===== src/rtl/xadc_drp_poller.sv =====
// DRP initiator for the XADC: sweeps ADDR_LIST on every EOS and interleaves single host writes.
// Build option: define XADC_AVG_EN to publish a 4-sample average per channel instead of every read.
module xadc_drp_poller #(
   parameter int                  NUM_CH    = 4,
   parameter logic [NUM_CH*7-1:0] ADDR_LIST = {7'h06, 7'h02, 7'h01, 7'h00},
   parameter int                  TIMEOUT   = 63
) (
   input  logic        DCLK,
   input  logic        RESET_N,
   input  logic        EOS,
   input  logic [15:0] DO,
   input  logic        DRDY,
   output logic [6:0]  DADDR,
   output logic        DEN,
   output logic        DWE,
   output logic [15:0] DI,
   input  logic        WR_REQ,
   input  logic [6:0]  WR_ADDR,
   input  logic [15:0] WR_DATA,
   output logic        WR_ACK,
   output logic        RESULT_VALID,
   output logic [3:0]  RESULT_IDX,
   output logic [11:0] RESULT_DATA,
   output logic        TIMEOUT_ERR,
   output logic        POLL_BUSY,
   output logic [1:0]  dbg_state
);

   typedef enum logic [1:0] {IDLE = 2'd0, ISSUE = 2'd1, WAIT = 2'd2, DONE = 2'd3} state_t;

   localparam logic [3:0]  IDX_LAST = 4'(NUM_CH - 1);
   localparam logic [15:0] TMO_LAST = 16'(TIMEOUT - 1);

   state_t      state, state_n;
   logic [3:0]  idx, idx_n;
   logic        wr_mode, wr_mode_n;
   logic        resume, resume_n;
   logic        pending;
   logic [15:0] tmo_cnt;
   logic        load_issue, load_write, start_sweep;
   logic        timeout_hit, read_end, result_fire;
   logic        unused_do;

   assign unused_do   = ^DO[3:0];
   // DRDY on the last counted cycle still wins over the timeout.
   assign timeout_hit = (state == WAIT) && !DRDY && (tmo_cnt == TMO_LAST);
   assign read_end    = (state == WAIT) && !wr_mode && (DRDY || timeout_hit);

`ifdef XADC_AVG_EN
   logic [13:0] acc  [16];
   logic [1:0]  scnt [16];
   logic        avg_fire;
   logic [13:0] acc_sum;

   assign acc_sum     = acc[idx] + {2'b00, DO[15:4]};
   assign result_fire = avg_fire;
`else
   assign result_fire = 1'b1;
`endif

   always_ff @(posedge DCLK or negedge RESET_N) begin
      if (!RESET_N) state <= IDLE;
      else          state <= state_n;
   end

   always_comb begin
      state_n      = state;
      idx_n        = idx;
      wr_mode_n    = wr_mode;
      resume_n     = resume;
      load_issue   = 1'b0;
      load_write   = 1'b0;
      start_sweep  = 1'b0;
      DEN          = 1'b0;
      DWE          = 1'b0;
      WR_ACK       = 1'b0;
      RESULT_VALID = 1'b0;
      POLL_BUSY    = (state != IDLE);
      dbg_state    = state;
      case (state)
         IDLE: begin
            if (WR_REQ) begin
               wr_mode_n  = 1'b1;
               resume_n   = 1'b0;
               load_issue = 1'b1;
               load_write = 1'b1;
               state_n    = ISSUE;
            end else if (EOS || pending) begin
               idx_n       = 4'd0;
               wr_mode_n   = 1'b0;
               start_sweep = 1'b1;
               load_issue  = 1'b1;
               state_n     = ISSUE;
            end
         end
         ISSUE: begin
            DEN     = 1'b1;
            DWE     = wr_mode;
            state_n = WAIT;
         end
         WAIT: begin
            if (DRDY || timeout_hit) state_n = DONE;
         end
         DONE: begin
            if (wr_mode) begin
               WR_ACK = 1'b1;
               if (resume) begin
                  // A write slipped into a sweep: pick the sweep up at the next entry.
                  resume_n   = 1'b0;
                  wr_mode_n  = 1'b0;
                  idx_n      = idx + 4'd1;
                  load_issue = 1'b1;
                  state_n    = ISSUE;
               end else begin
                  state_n = IDLE;
               end
            end else begin
               RESULT_VALID = result_fire;
               if (idx == IDX_LAST) begin
                  state_n = IDLE;
               end else if (WR_REQ) begin
                  resume_n   = 1'b1;
                  wr_mode_n  = 1'b1;
                  load_issue = 1'b1;
                  load_write = 1'b1;
                  state_n    = ISSUE;
               end else begin
                  idx_n      = idx + 4'd1;
                  load_issue = 1'b1;
                  state_n    = ISSUE;
               end
            end
         end
         default: state_n = IDLE;
      endcase
   end

   always_ff @(posedge DCLK or negedge RESET_N) begin
      if (!RESET_N) begin
         idx         <= 4'd0;
         wr_mode     <= 1'b0;
         resume      <= 1'b0;
         pending     <= 1'b0;
         tmo_cnt     <= 16'd0;
         DADDR       <= 7'd0;
         DI          <= 16'd0;
         TIMEOUT_ERR <= 1'b0;
         RESULT_IDX  <= 4'd0;
         RESULT_DATA <= 12'd0;
`ifdef XADC_AVG_EN
         avg_fire    <= 1'b0;
         for (int i = 0; i < 16; i++) begin
            acc[i]  <= 14'd0;
            scnt[i] <= 2'd0;
         end
`endif
      end else begin
         idx     <= idx_n;
         wr_mode <= wr_mode_n;
         resume  <= resume_n;
         // One-deep: EOS pulses beyond the first while busy collapse into one.
         pending <= start_sweep ? 1'b0 : (pending | EOS);
         if (load_issue) begin
            DADDR <= load_write ? WR_ADDR : ADDR_LIST[7*idx_n +: 7];
            DI    <= load_write ? WR_DATA : 16'd0;
         end
         if (state == ISSUE)     tmo_cnt <= 16'd0;
         else if (state == WAIT) tmo_cnt <= tmo_cnt + 16'd1;
         if (timeout_hit) TIMEOUT_ERR <= 1'b1;
`ifdef XADC_AVG_EN
         if (read_end) begin
            avg_fire <= 1'b0;
            if (DRDY) begin
               if (scnt[idx] == 2'd3) begin
                  RESULT_IDX  <= idx;
                  RESULT_DATA <= acc_sum[13:2];
                  acc[idx]    <= 14'd0;
                  scnt[idx]   <= 2'd0;
                  avg_fire    <= 1'b1;
               end else begin
                  acc[idx]  <= acc_sum;
                  scnt[idx] <= scnt[idx] + 2'd1;
               end
            end
         end
`else
         if (read_end) begin
            RESULT_IDX  <= idx;
            RESULT_DATA <= DRDY ? DO[15:4] : 12'h000;
         end
`endif
      end
   end

endmodule


===== config.mk =====
export PLATFORM = sky130hd
export DESIGN_NAME = xadc_drp_poller
export DESIGN_NICKNAME = d
export VERILOG_FILES = /design/src/rtl/xadc_drp_poller.sv
export SDC_FILE = /design/constraint.sdc
export NUM_CORES = 1
export LEC_CHECK = 0
export CAP_MARGIN = 25
export CORE_UTILIZATION = 43
export DETAILED_ROUTE_END_ITERATION = 10
export PLACE_DENSITY = 0.86
export SYNTH_ARGS = -nofsm -noshare
export SYNTH_HDL_FRONTEND = slang
export SYNTH_SLANG_ARGS = --single-unit

===== constraint.sdc =====
create_clock -name DCLK -period 2.2 [get_ports DCLK]
set_input_delay 0.22 -clock DCLK [delete_from_list [all_inputs] [get_ports DCLK]]
set_output_delay 0.22 -clock DCLK [all_outputs]
set_load 0.02 [all_outputs]

# After elaboration in Yosys (flattened, before gate mapping)
# Cells that the tools add are included.
classes:
  shifts: 1
  mul: 1
  div: 0
  n_eq_ne: 10
  muxes: 48
  addsub: 2
  reduce_logical: 15
  n_lt_le_gt_ge: 0
  bitwise: 1
ops:
  columns: ["cell", "count"]
  rows:
  - ["$mux W16", 3]
  - ["$shiftx A28 B8 Y7 const A", 1]
  - ["$mux W1", 27]
  - ["$mux W4", 6]
  - ["$add A16 B1 Y16 const B", 1]
  - ["$eq A16 B6 Y1 const B", 1]
  - ["$mux W12", 1]
  - ["$ne A3 B3 Y1 const B", 3]
  - ["$mux W2", 4]
  - ["$pmux W1 S2", 4]
  - ["$pmux W2 S4", 1]
  - ["$pmux W4 S2", 1]
  - ["$mul A3 B4 Y7 const A", 1]
  - ["$mux W7", 1]
  - ["$reduce_bool A2 Y1", 3]
  - ["$add A4 B1 Y4 const B", 1]
  - ["$eq A2 B2 Y1 const B", 2]
  - ["$eq A4 B2 Y1 const B", 1]
  - ["$logic_and A1 B1 Y1", 4]
  - ["$reduce_and A2 Y1", 2]
  - ["$reduce_and A4 Y1", 1]
  - ["$eq A2 B1 Y1 const B", 1]
  - ["$logic_not A1 Y1", 2]
  - ["$logic_not A2 Y1", 1]
  - ["4 further kinds", 5]
totals:
  mem_count: 0
  input_bits: 44
  regBits: 65
  rom_bits: 0
  wordCells: 89
  output_inout_bits: 47
  ramBits: 0
  latchBits: 0

# Longest topological paths before layout
logic_depth:
  ltp_word: 8
  mapped_depth: 9

# Least setup slack after synthesis
# OpenSTA, ideal clock, no wires.
synth_timing:
  kind: "reg-to-reg"
  start: "reg state[0], in the netlist dbg_state[0]"
  end: "reg DADDR[3]"
  n_path_buf: 2
  t_required_ns: 2.134
  setup_slack_ns: -0.124
  t_arrival_ns: 2.258
  stages_incl_launch_ff: 9
  period_less_slack_ns: 2.324
  path_cell_list: "dfrtp_1 ha_1 clkbuf_1 nor2b_1 nor2b_1 o21a_1 buf_1 nand3_1 nand2_1"
synth_via:
  elab_chain_cells: 5
synth_lines:
  columns: ["element", "line", "source"]
  rows:
  - ["start, declared", "34", "state_t state, state_n;"]
  - ["start signal, assigned", "63", "else state <= state_n;"]
  - ["$eq A2 B2 Y1 / $logic_not A2 Y1 (equally long branches)", "80", "case (state)"]
  - ["$pmux W4 S2", "80", null]
  - ["$mul A3 B4 Y7", "164", "DADDR <= load_write ? WR_ADDR : ADDR_LIST[7*idx_n +: 7];"]
  - ["$shiftx A28 B8 Y7", "164", null]
  - ["$mux W7", "164", null]
  - ["end signal, assigned", "164", null]
  - ["end, declared", "13", "output logic [6:0] DADDR,"]
# Parallel ways exist; a longest one is shown, timed or not.
# A chain may end at the register's enable or synchronous reset.

# Worst setup path in the final report
layout_timing:
  start: "reg state[0], in the netlist dbg_state[0]"
  end: "reg DADDR[2]"
# Same word-level chain as after synthesis.

==> impl_metrics.yaml <==
status:
  status: "completed"
setup_path:
  critPathMaxStageDelay_ns: 0.46
  critical-path-top-delay-family: "compound AO/OA/AOI/OAI gates"
  ff2ff_path_depth: 7
  worstSetupPathType: "register to register"
  worstPathArrival_ns: 2.43
  crit_chain: "ha_4 -> and2_4 -> a221o_1 -> a221oi_2 -> nand3_1 -> or3b_1 -> a21oi_2"
  cp.depth: 7
  timing.critical_path.buf_inv: 0
  reg2reg_to: "DADDR[2]"
  cp-start-kind: "register"
  slowest_stage: "dfrtp_2"
  endpoint: "DADDR[2]"
  cp.required_ns: 2.47
  critPathLaunch: "dbg_state[0]"
  crit_path_max_fanout: 5
  r2r_slack_ns: 0.04
  cp-end-kind: "register"
  r2r-start: "dbg_state[0]"
synthesis:
  ys_seq_area_frac: 0.528
  ys_types: 48
  synth_top_family_by_area: "simple AND/OR/NAND/NOR gates"
  async_reset_ff_frac: 1.00
  synth_top_area_share: 0.528
  synth_mux_area_frac: 0.0248
  synthTopCellsByArea: "dfrtp_1, nand2_1, nand3_1"
  synth_nets: 386
  yosys.area_share.adder: 0.0284
  synth_top_cell_by_area: "dfrtp_1"
  avgSynthCellArea_um2: 9.20
  syn_area_um2: 3080
  synth-xor-area-share: 0.0227
  synth-compound-area-share: 0.106
  synthSimpleGateAreaFrac: 0.261
  yosys_warnings: 0
  synth_edf_count: 0
  synth_cells: 335
  ys_seq_elements: 65
  ys.flop_type: "dfrtp_1"
placement:
  hpwl_mm: 5.72
  numPortBuffers: 86
  dp_cells: 527
  dpl_cell_area_um2: 4200
  gp_congestion: 0.849
finish:
  final_util: 0.644
  fin_nets: 496
  multi_input_area_um2: 1410
  regArea_um2: 1630
  nFillCells: 580
  antenna_cells: 0
  syn2layout_area_growth_pct: 43.5
  drive_gt1_frac: 0.138
  final_cells: 546
  design_area_um2: 4420
clock_network:
  clock_latency_ns: 0.33
  cts_tree: "yes"
  cts_max_level: 3
  cts-root-buf: "clkbuf_8"
  clockBufferDepth: 2
  path_clk_slew_ns: 0.07
  cts_sinks: 65
  cts_buffers: 9
grt:
  overflow: 0
  grtUsageTotal: 0.218
  gr-usage-met3: 0.0543
  busiest_layer: "met2"
  grt_max_degree: 32
  grt_use_met1: 0.257
  grt_use_met2: 0.381
  antenna_found_initial: 0
  grt_pass1_vias: 2728
  grt_pass1_wl_mm: 12.6
pwr:
  powerDensity_nw_per_um2: 1430
  intPower_w: 0.00364
  p_switching_w: 0.00270
  pwr-share-seq: 0.316
  swShare: 0.426
  clkPwrFrac: 0.136
  p_comb_frac: 0.548
  power.leakage_nw: 2.06
  ir_worst_vdd_v: 0.000525
route:
  vias: 2840
  wl_per_cell_um: 14.5
  ant_nets: 0
  drt_first_pass_iters: 4
  viasPerCell: 5.20
  drt-total-wl_mm: 7.90
  drc: 0
  drtIter0Drc: 217
sta:
  slew_violations: 0
  whs_ns: 0.429
  finClkSkew_ns: 0.00671
  fin_tns_setup_ns: 0
  finalHoldViolCount: 0
  setup_viol: 0
  rsz0062_at_grt: "yes"
  relSlewSlack: 0.538
  fin_crit_ns: 2.16
  min_period_over_period: 0.983
  fmax_mhz: 462
  tightest_slew_ns: 0.694
floorplan:
  ioPinCount: 91
  die_w_um: 86.7
  num_rows: 30
  core_area_um2: 6870
  initial_core_util: 0.449
  die_h_um: 86.7
  die-area_um2: 7510
worst_hold_path:
  hold_class: "input pin to register"
run:
  maxCapViolCount: 0
-- tightest hold or removal path, cell delays in order --
cell and delay (ns):
clkdlybuf4s50_1 0.39, nand3_1 0.07, nand2_1 0.05
-- state kept, by name (all words and copies together) (netlist names) --
register,cells
DADDR,7
DI,16
RESULT_DATA,12
RESULT_IDX,4
TIMEOUT_ERR,1
dbg_state,2
idx,4
pending,1
resume,1
tmo_cnt,16
wr_mode,1
-- worst min-delay path by stage --
stage                startpoint             end  cells past startpoint
finish               WR_DATA[7]           DI[7]                      3
global placement        RESET_N   RESULT_IDX[2]                      1
detailed placement      RESET_N  RESULT_DATA[9]                      1
CTS                 WR_DATA[12]          DI[12]                      3
global route         WR_DATA[7]           DI[7]                      3
floorplan               RESET_N        DADDR[0]                      0
-- layout make-up --
cell class              instances  area share
well taps                      96      0.0272
multi-input cells             246       0.319
clock inverters                 5     0.00736
inverters                      10     0.00849
repair buffers                113       0.240
flip-flops and latches         65       0.368
clock buffers                  11      0.0297
-- metal layers --
metal  wire, um  vias to the layer above
met5          0                        -
met4        114                        0
met3        289                       10
met2       4110                       76
met1       3380                     1389
li1           -                     1365
-- repair_timing --
action | 4_1_cts | 5_1_grt
gates resized for setup | 2 | 5
hold endpoints to repair | 29 | 0
setup endpoints to repair | 19 | 3
pin swaps | 2 | 4
hold buffers | 1 | 0
buffers inserted | 1 | 1
-- layout by cell type (no fill, tap or decap), drive strengths merged, types with 2 or more instances in the layout --
| master | n |
|---|---|
| clkdlybuf4s50 | 85 |
| nand2 | 83 |
| dfrtp | 65 |
| nand3 | 41 |
| buf | 27 |
| nor2 | 20 |
| a21oi | 14 |
| o21ai | 11 |
| clkbuf | 11 |
| inv | 10 |
| xor2 | 7 |
| ha | 7 |
| mux2 | 5 |
| o2bb2ai | 5 |
| nand2b | 4 |
| or3 | 4 |
| nor3 | 3 |
| nand4 | 3 |
| clkinvlp | 3 |
| nor3b | 3 |
| and2 | 3 |
| nor2b | 3 |
| or2 | 2 |
| a2bb2oi | 2 |
| a221o | 2 |
| a31oi | 2 |
| and3 | 2 |
| mux2i | 2 |
| clkinv | 2 |
| a21o | 2 |
-- logic make-up after synthesis --
group | count (synthesis)
AND/OR/NAND/NOR | 176
flip-flops | 65
multiplexers | 7
XOR/XNOR | 8
adder cells (fa/ha/maj) | 7
buffers and inverters | 24
AO/OA/AOI/OAI | 48
-- Yosys cell counts, types with 4 or more instances --
library cell	number
a21oi_1	13
clkbuf_1	11
dfrtp_1	65
ha_1	7
inv_1	10
mux2_2	5
nand2_1	83
nand2b_1	4
nand3_1	41
nor2_1	20
o21ai_0	9
o2bb2ai_1	5
or3_1	4
xor2_1	7
-- per-stage QoR --
step / setup WS (ns) / total power (W)
final: 0.0366 / 0.00635
after global routing: -0.0482 / 0.00679
after detailed placement: -0.0980 / 0.00541
after floorplan: 0.0106 / 0.00388
after global placement: -0.0817 / 0.00529
after CTS: 0.0144 / 0.00632
-- power by group through the flow --
stage               sequential (W)  clock, W  combinational, W
detailed placement         0.00202         0           0.00339
global route               0.00207  0.000933           0.00379
floorplan                  0.00243         0           0.00145
finish                     0.00201  0.000861           0.00348
CTS                        0.00200  0.000879           0.00345
global placement           0.00198         0           0.00331
Note: power is estimated with default switching activity, not from simulation.
==> edit 1 (same settings) <==
Add a define of `XADC_AVG_EN`.
--- a/src/rtl/xadc_drp_poller.sv
+++ b/src/rtl/xadc_drp_poller.sv
@@ -1,4 +1,6 @@
 // DRP initiator for the XADC: sweeps ADDR_LIST on every EOS and interleaves single host writes.
 // Build option: define XADC_AVG_EN to publish a 4-sample average per channel instead of every read.
+`define XADC_AVG_EN
+
 module xadc_drp_poller #(
    parameter int                  NUM_CH    = 4,
Check against the original RTL: not equivalent (Yosys sat finds a counterexample within 4 cycles, from zero or initial values and one cycle with RESET_N low).
==> edit 1 against the original RTL <==
- the run now ends with negative setup slack left
- routed wire length rose to 7.1 times the old value
- critical path depth grew 7
- hold slack lost 210 ps
- power rose to 4.2 times the old value
- synthesized cell count grew to 4.0 times the old value
- cell area rose to 4.6 times the old value
- synthesized area rose to 4.8 times the old value
- clock skew rose by 35 ps
- final cell count grew to 3.7 times the old value
- sequential power rose to 3.5 times the old value
- first-iteration DRC count increased to 8.8 times the old value
- setup slack got worse by 1900 ps
- count of clock-buffer cells in the layout rose by 29
- sequential cell count increased by 257
- critical path type unchanged
- critical endpoint is now acc[133]
- largest cell class unchanged
==> edit 1: results (changes against the original RTL) <==
metric;value;unit;change
status;finished with violations;;
violations;negative setup slack;;
place_congestion;0.9223;;+8.6%
synth_compound_area_frac;0.1368;;+0.03089
pg_seq;7.08;mW;+250%
cp_slowest_stage_delay;530;ps;+70 ps
use_met1;0.3213;;+0.06389
numCtsBuffers;31;;+22
r2r_end;acc[133];;
place_area;17630;µm²;+320%
worst-path-max-fanout;17;;+12
post_drt_wl_per_cell;27.55;µm;+91%
worstPathArrival;4510;ps;+2080 ps
met3_usage;0.07150;;+0.01721
synthTopCellsByCount;dfrtp_1 (322), nand2_1 (301), o21ai_0 (231);;
layout-drive-gt1-share;0.3390;;+0.2012
ctsLongestPathBuffers;3;;+1
nNetsFinal;1640;;+230%
comb_power_share;0.520;;-0.028
fin_setup_tns;-395620;ps;-395620 ps
grt_pass1_wl;77.73;mm;+520%
place_hpwl;26.98;mm;+370%
synth_area_leaders;dfrtp_1 (54%), mux4_2 (11%), o21ai_0 (7.8%);;
synthXorXnorAreaFrac;0.01363;;-0.009097
instances_no_fill;2044;;+270%
worstRegToRegCells;14;;+7
fin_ws;-1843;ps;-1879 ps
largest_registers;acc x224, scnt x32;;
drt_iter0_markers;1915;;+780%
ys_seq_area_frac;0.5419;;+0.01426
fin_skew;41.34;ps;+34.63 ps
synth_cell_type_count;59;;+23%
synthAdderAreaFrac;0.02070;;-0.007711
syn_nets;1414;;+270%
dp.cells;1937;;+270%
leakage;9.020;nW;+340%
relSlewSlack;0.5314;;-0.006100
clock_latency;600;ps;+270 ps
swShare;0.4144;;-0.01151
dp_slack;-1582;ps;-1485 ps
vias;13540;;+380%
met2_usage;0.4674;;+0.08643
setup_viol;308;;+308
htreeDepth;1;;-2
p_int;15.44;mW;+320%
syn_avg_cell_area;11.05;µm²;+20%
edit 1: cell count changes in the layout (fill, tap and decap cells not counted), moves of 33 or more:
cell and delta:
mux4_2 +71, nand2_1 +217, o21ai_1 +59, dfrtp_1 +257
o21ai_2 +86, buf_12 +40, clkbuf_16 +33, buf_4 +124
o21ai_0 +73
edit 1: logic make-up (layout without fill, tap and decap cells):
logic type / count (synthesis) / in the layout
adders and majority gates: 24 / 24
xor gates and xnor gates: 21 / 21
buffers and inverters: 126 / 368
DFF: 322 / 322
muxes: 102 / 102
and+or+nand+nor: 406 / 414
AOI/OAI and AO/OA: 345 / 345
edit 1: worst min path at each step:
stage	endpoint	slack [ps]	cells past startpoint
after global routing	DI[2]	230	3
after global placement	acc[218]	250	1
final	DI[8]	220	3
after floorplan	DADDR[0]	-80	0
after detailed placement	acc[218]	260	1
after CTS	DADDR[4]	210	3
edit 1: what timing repair did:
action | CTS | global route
gates cloned | 9 | 4
buffers inserted | 23 | 15
pin swaps | 75 | 36
setup endpoints to repair | 306 | 310
hold buffers | 1 | 0
endpoints found under the hold margin | 72 | 0
gates resized for setup | 209 | 95
edit 1: area by class of cell:
class                           instances  area, µm²
Tap cell                              448      560.5
Sequential cell                       322       8063
Clock buffer                           40      869.6
Multi-Input combinational cell        906       7407
Timing Repair Buffer                  297       3100
Fill cell                            2169      13550
Clock inverter                         17      180.2
Inverter                               14      52.55
edit 1: worst register-to-register path, stage by stage, from the launching register on:
cell and delay [ps]:
dfrtp_4 460, buf_12 140, buf_12 170, mux4_2 550, mux4_2 510, buf_4 170, ha_4 230, a211oi_4 270
o21ai_2 120, buf_4 160, a21o_1 180, a21oi_2 220, xor2_2 120, buf_12 190, o31ai_4 430
==> edit 2 (config.mk and constraints unchanged) <==
Without the edit above. Register the output `dbg_state`, with the module's reset; this adds one clock of latency there. The other outputs are not delayed to match.
--- a/src/rtl/xadc_drp_poller.sv
+++ b/src/rtl/xadc_drp_poller.sv
@@ -32,4 +32,6 @@
    localparam logic [15:0] TMO_LAST = 16'(TIMEOUT - 1);
 
+   logic [1:0] dbg_state_d;
+
    state_t      state, state_n;
    logic [3:0]  idx, idx_n;
@@ -77,5 +79,5 @@
       RESULT_VALID = 1'b0;
       POLL_BUSY    = (state != IDLE);
-      dbg_state    = state;
+      dbg_state_d  = state;
       case (state)
          IDLE: begin
@@ -193,4 +195,12 @@
    end
 
+   always_ff @(posedge DCLK or negedge RESET_N) begin
+      if (!RESET_N) begin
+         dbg_state <= '0;
+      end else begin
+         dbg_state <= dbg_state_d;
+      end
+   end
+
 endmodule
 
Formal check against the unedited RTL: not equivalent (a bounded check fails within 4 cycles, from zero or initial values and one cycle with RESET_N low).
==> edit 2 against the original RTL <==
- die area fell by 1.3%
- largest power group unchanged
- power fell by 7.0%
- routed wire length fell by 5.7%
- highest routed layer unchanged
- clock power rose by 16%
- count of clock-buffer cells in the layout fell by 1
- final cell count fell by 9.9%
- utilization fell by 0.49 points
- sequential power fell by 5%
- sequential cell count rose by 2
- clock skew rose by 2.2 ps
- critical path type is now flip-flop to primary output
- synthesized area fell by 1.3%
- cell area fell by 1.3%
- combinational power fell by 14%
- setup slack improved by 55 ps
==> edit 2: results (changes against the original RTL) <==
metric;value;unit;change
fillers;546;;-5.9%
dr.pass1.iters;5;;+1
place_hpwl;5.387;mm;-5.8%
endpoint;WR_ACK;;
clkCellAreaFrac;0.04414;;+0.007081
multi_input_area;1295;µm²;-8.2%
timing.rr.start;dbg_state_d[1];;
grt_max_degree;68;;+110%
track_usage;0.2149;;-0.002829
max_freq;474.4;MHz;+2.6%
synthAdderAreaFrac;0.02879;;+0.0003856
met3_length;347;µm;+20%
r2r_end;DADDR[1];;
worstPathArrival;1890;ps;-540 ps
r2r_slack;110;ps;+70 ps
ys_seq_area_frac;0.5512;;+0.02362
synth_compound_area_frac;0.1444;;+0.03846
max_slew.worst_pin.slew;441.0;ps;-252.8 ps
clkbuf_count;10;;-1
drt_iter0_markers;150;;-31%
status;finished, final reports clean;;
ctsResizeCount;1;;-1
buffers;107;;-5.3%
grt_pass1_wl;12.39;mm;-1.6%
synth_cell_type_count;46;;-4.2%
nNetsFinal;442;;-11%
crit_type;flip-flop to primary output;;
synthMuxAreaShare;0.02139;;-0.003366
syn_nets;336;;-13%
wl_met1;3.278;mm;-3.0%
post_drt_wl_per_cell;15.14;µm;+4.7%
leakage;1.980;nW;-4.0%
wl_met2;3.725;mm;-9.4%
grt_pass1_vias;2523;;-7.5%
place_congestion;0.8532;;+0.49%
met3_usage;0.03272;;-0.02156
worst-path-max-fanout;4;;-1
synthTopCellsByCount;dfrtp_1 (67), nand2_1 (38), nor2_1 (21);;
fin_skew;8.926;ps;+2.219 ps
use_met1;0.2965;;+0.03909
vias;2573;;-9.4%
synth_area_leaders;dfrtp_1 (55%), a22o_1 (5.8%), nand2_1 (4.7%);;
area_share_nonclk_buffers;0.2390;;-0.0008509
met2_usage;0.3434;;-0.03752
ir_drop;640.6;µV;+22%
synthXorXnorAreaFrac;0.03167;;+0.008947
multi_input_cells;196;;-20%
-- edit 2: per-stage QoR --
step           instances  instance area (µm²)  hold WS (ps)
2_1_floorplan        285                 3042        -75.59
3_3_place_gp         473                 4123         260.7
3_5_place_dp         473                 4123         265.7
4_1_cts              492                 4339         426.5
5_1_grt              492                 4365         448.3
6_report             492                 4365         412.2
-- edit 2: where the power goes --
| group | switching, mW | leakage, nW | total [mW] | internal (mW) |
|---|---|---|---|---|
| clock network | 0.474 | 0.0966 | 1.00 | 0.526 |
| logic | 1.59 | 1.01 | 3.00 | 1.41 |
| registers | 0.266 | 0.873 | 1.90 | 1.63 |
| total | 2.33 | 1.98 | 5.90 | 3.57 |
-- edit 2: worst max-delay path: stages, from the launching register on --
cell and delay, ps:
dfrtp_1 400, buf_4 130, ha_1 150, and2_1 230, clkdlybuf4s50_1 640
-- edit 2: kinds of logic after synthesis --
logic type / after synthesis
fa+ha+maj: 7
mux: 6
flops: 67
xor+xnor: 11
simple gates: 115
compound gates: 57
buf+inv: 22
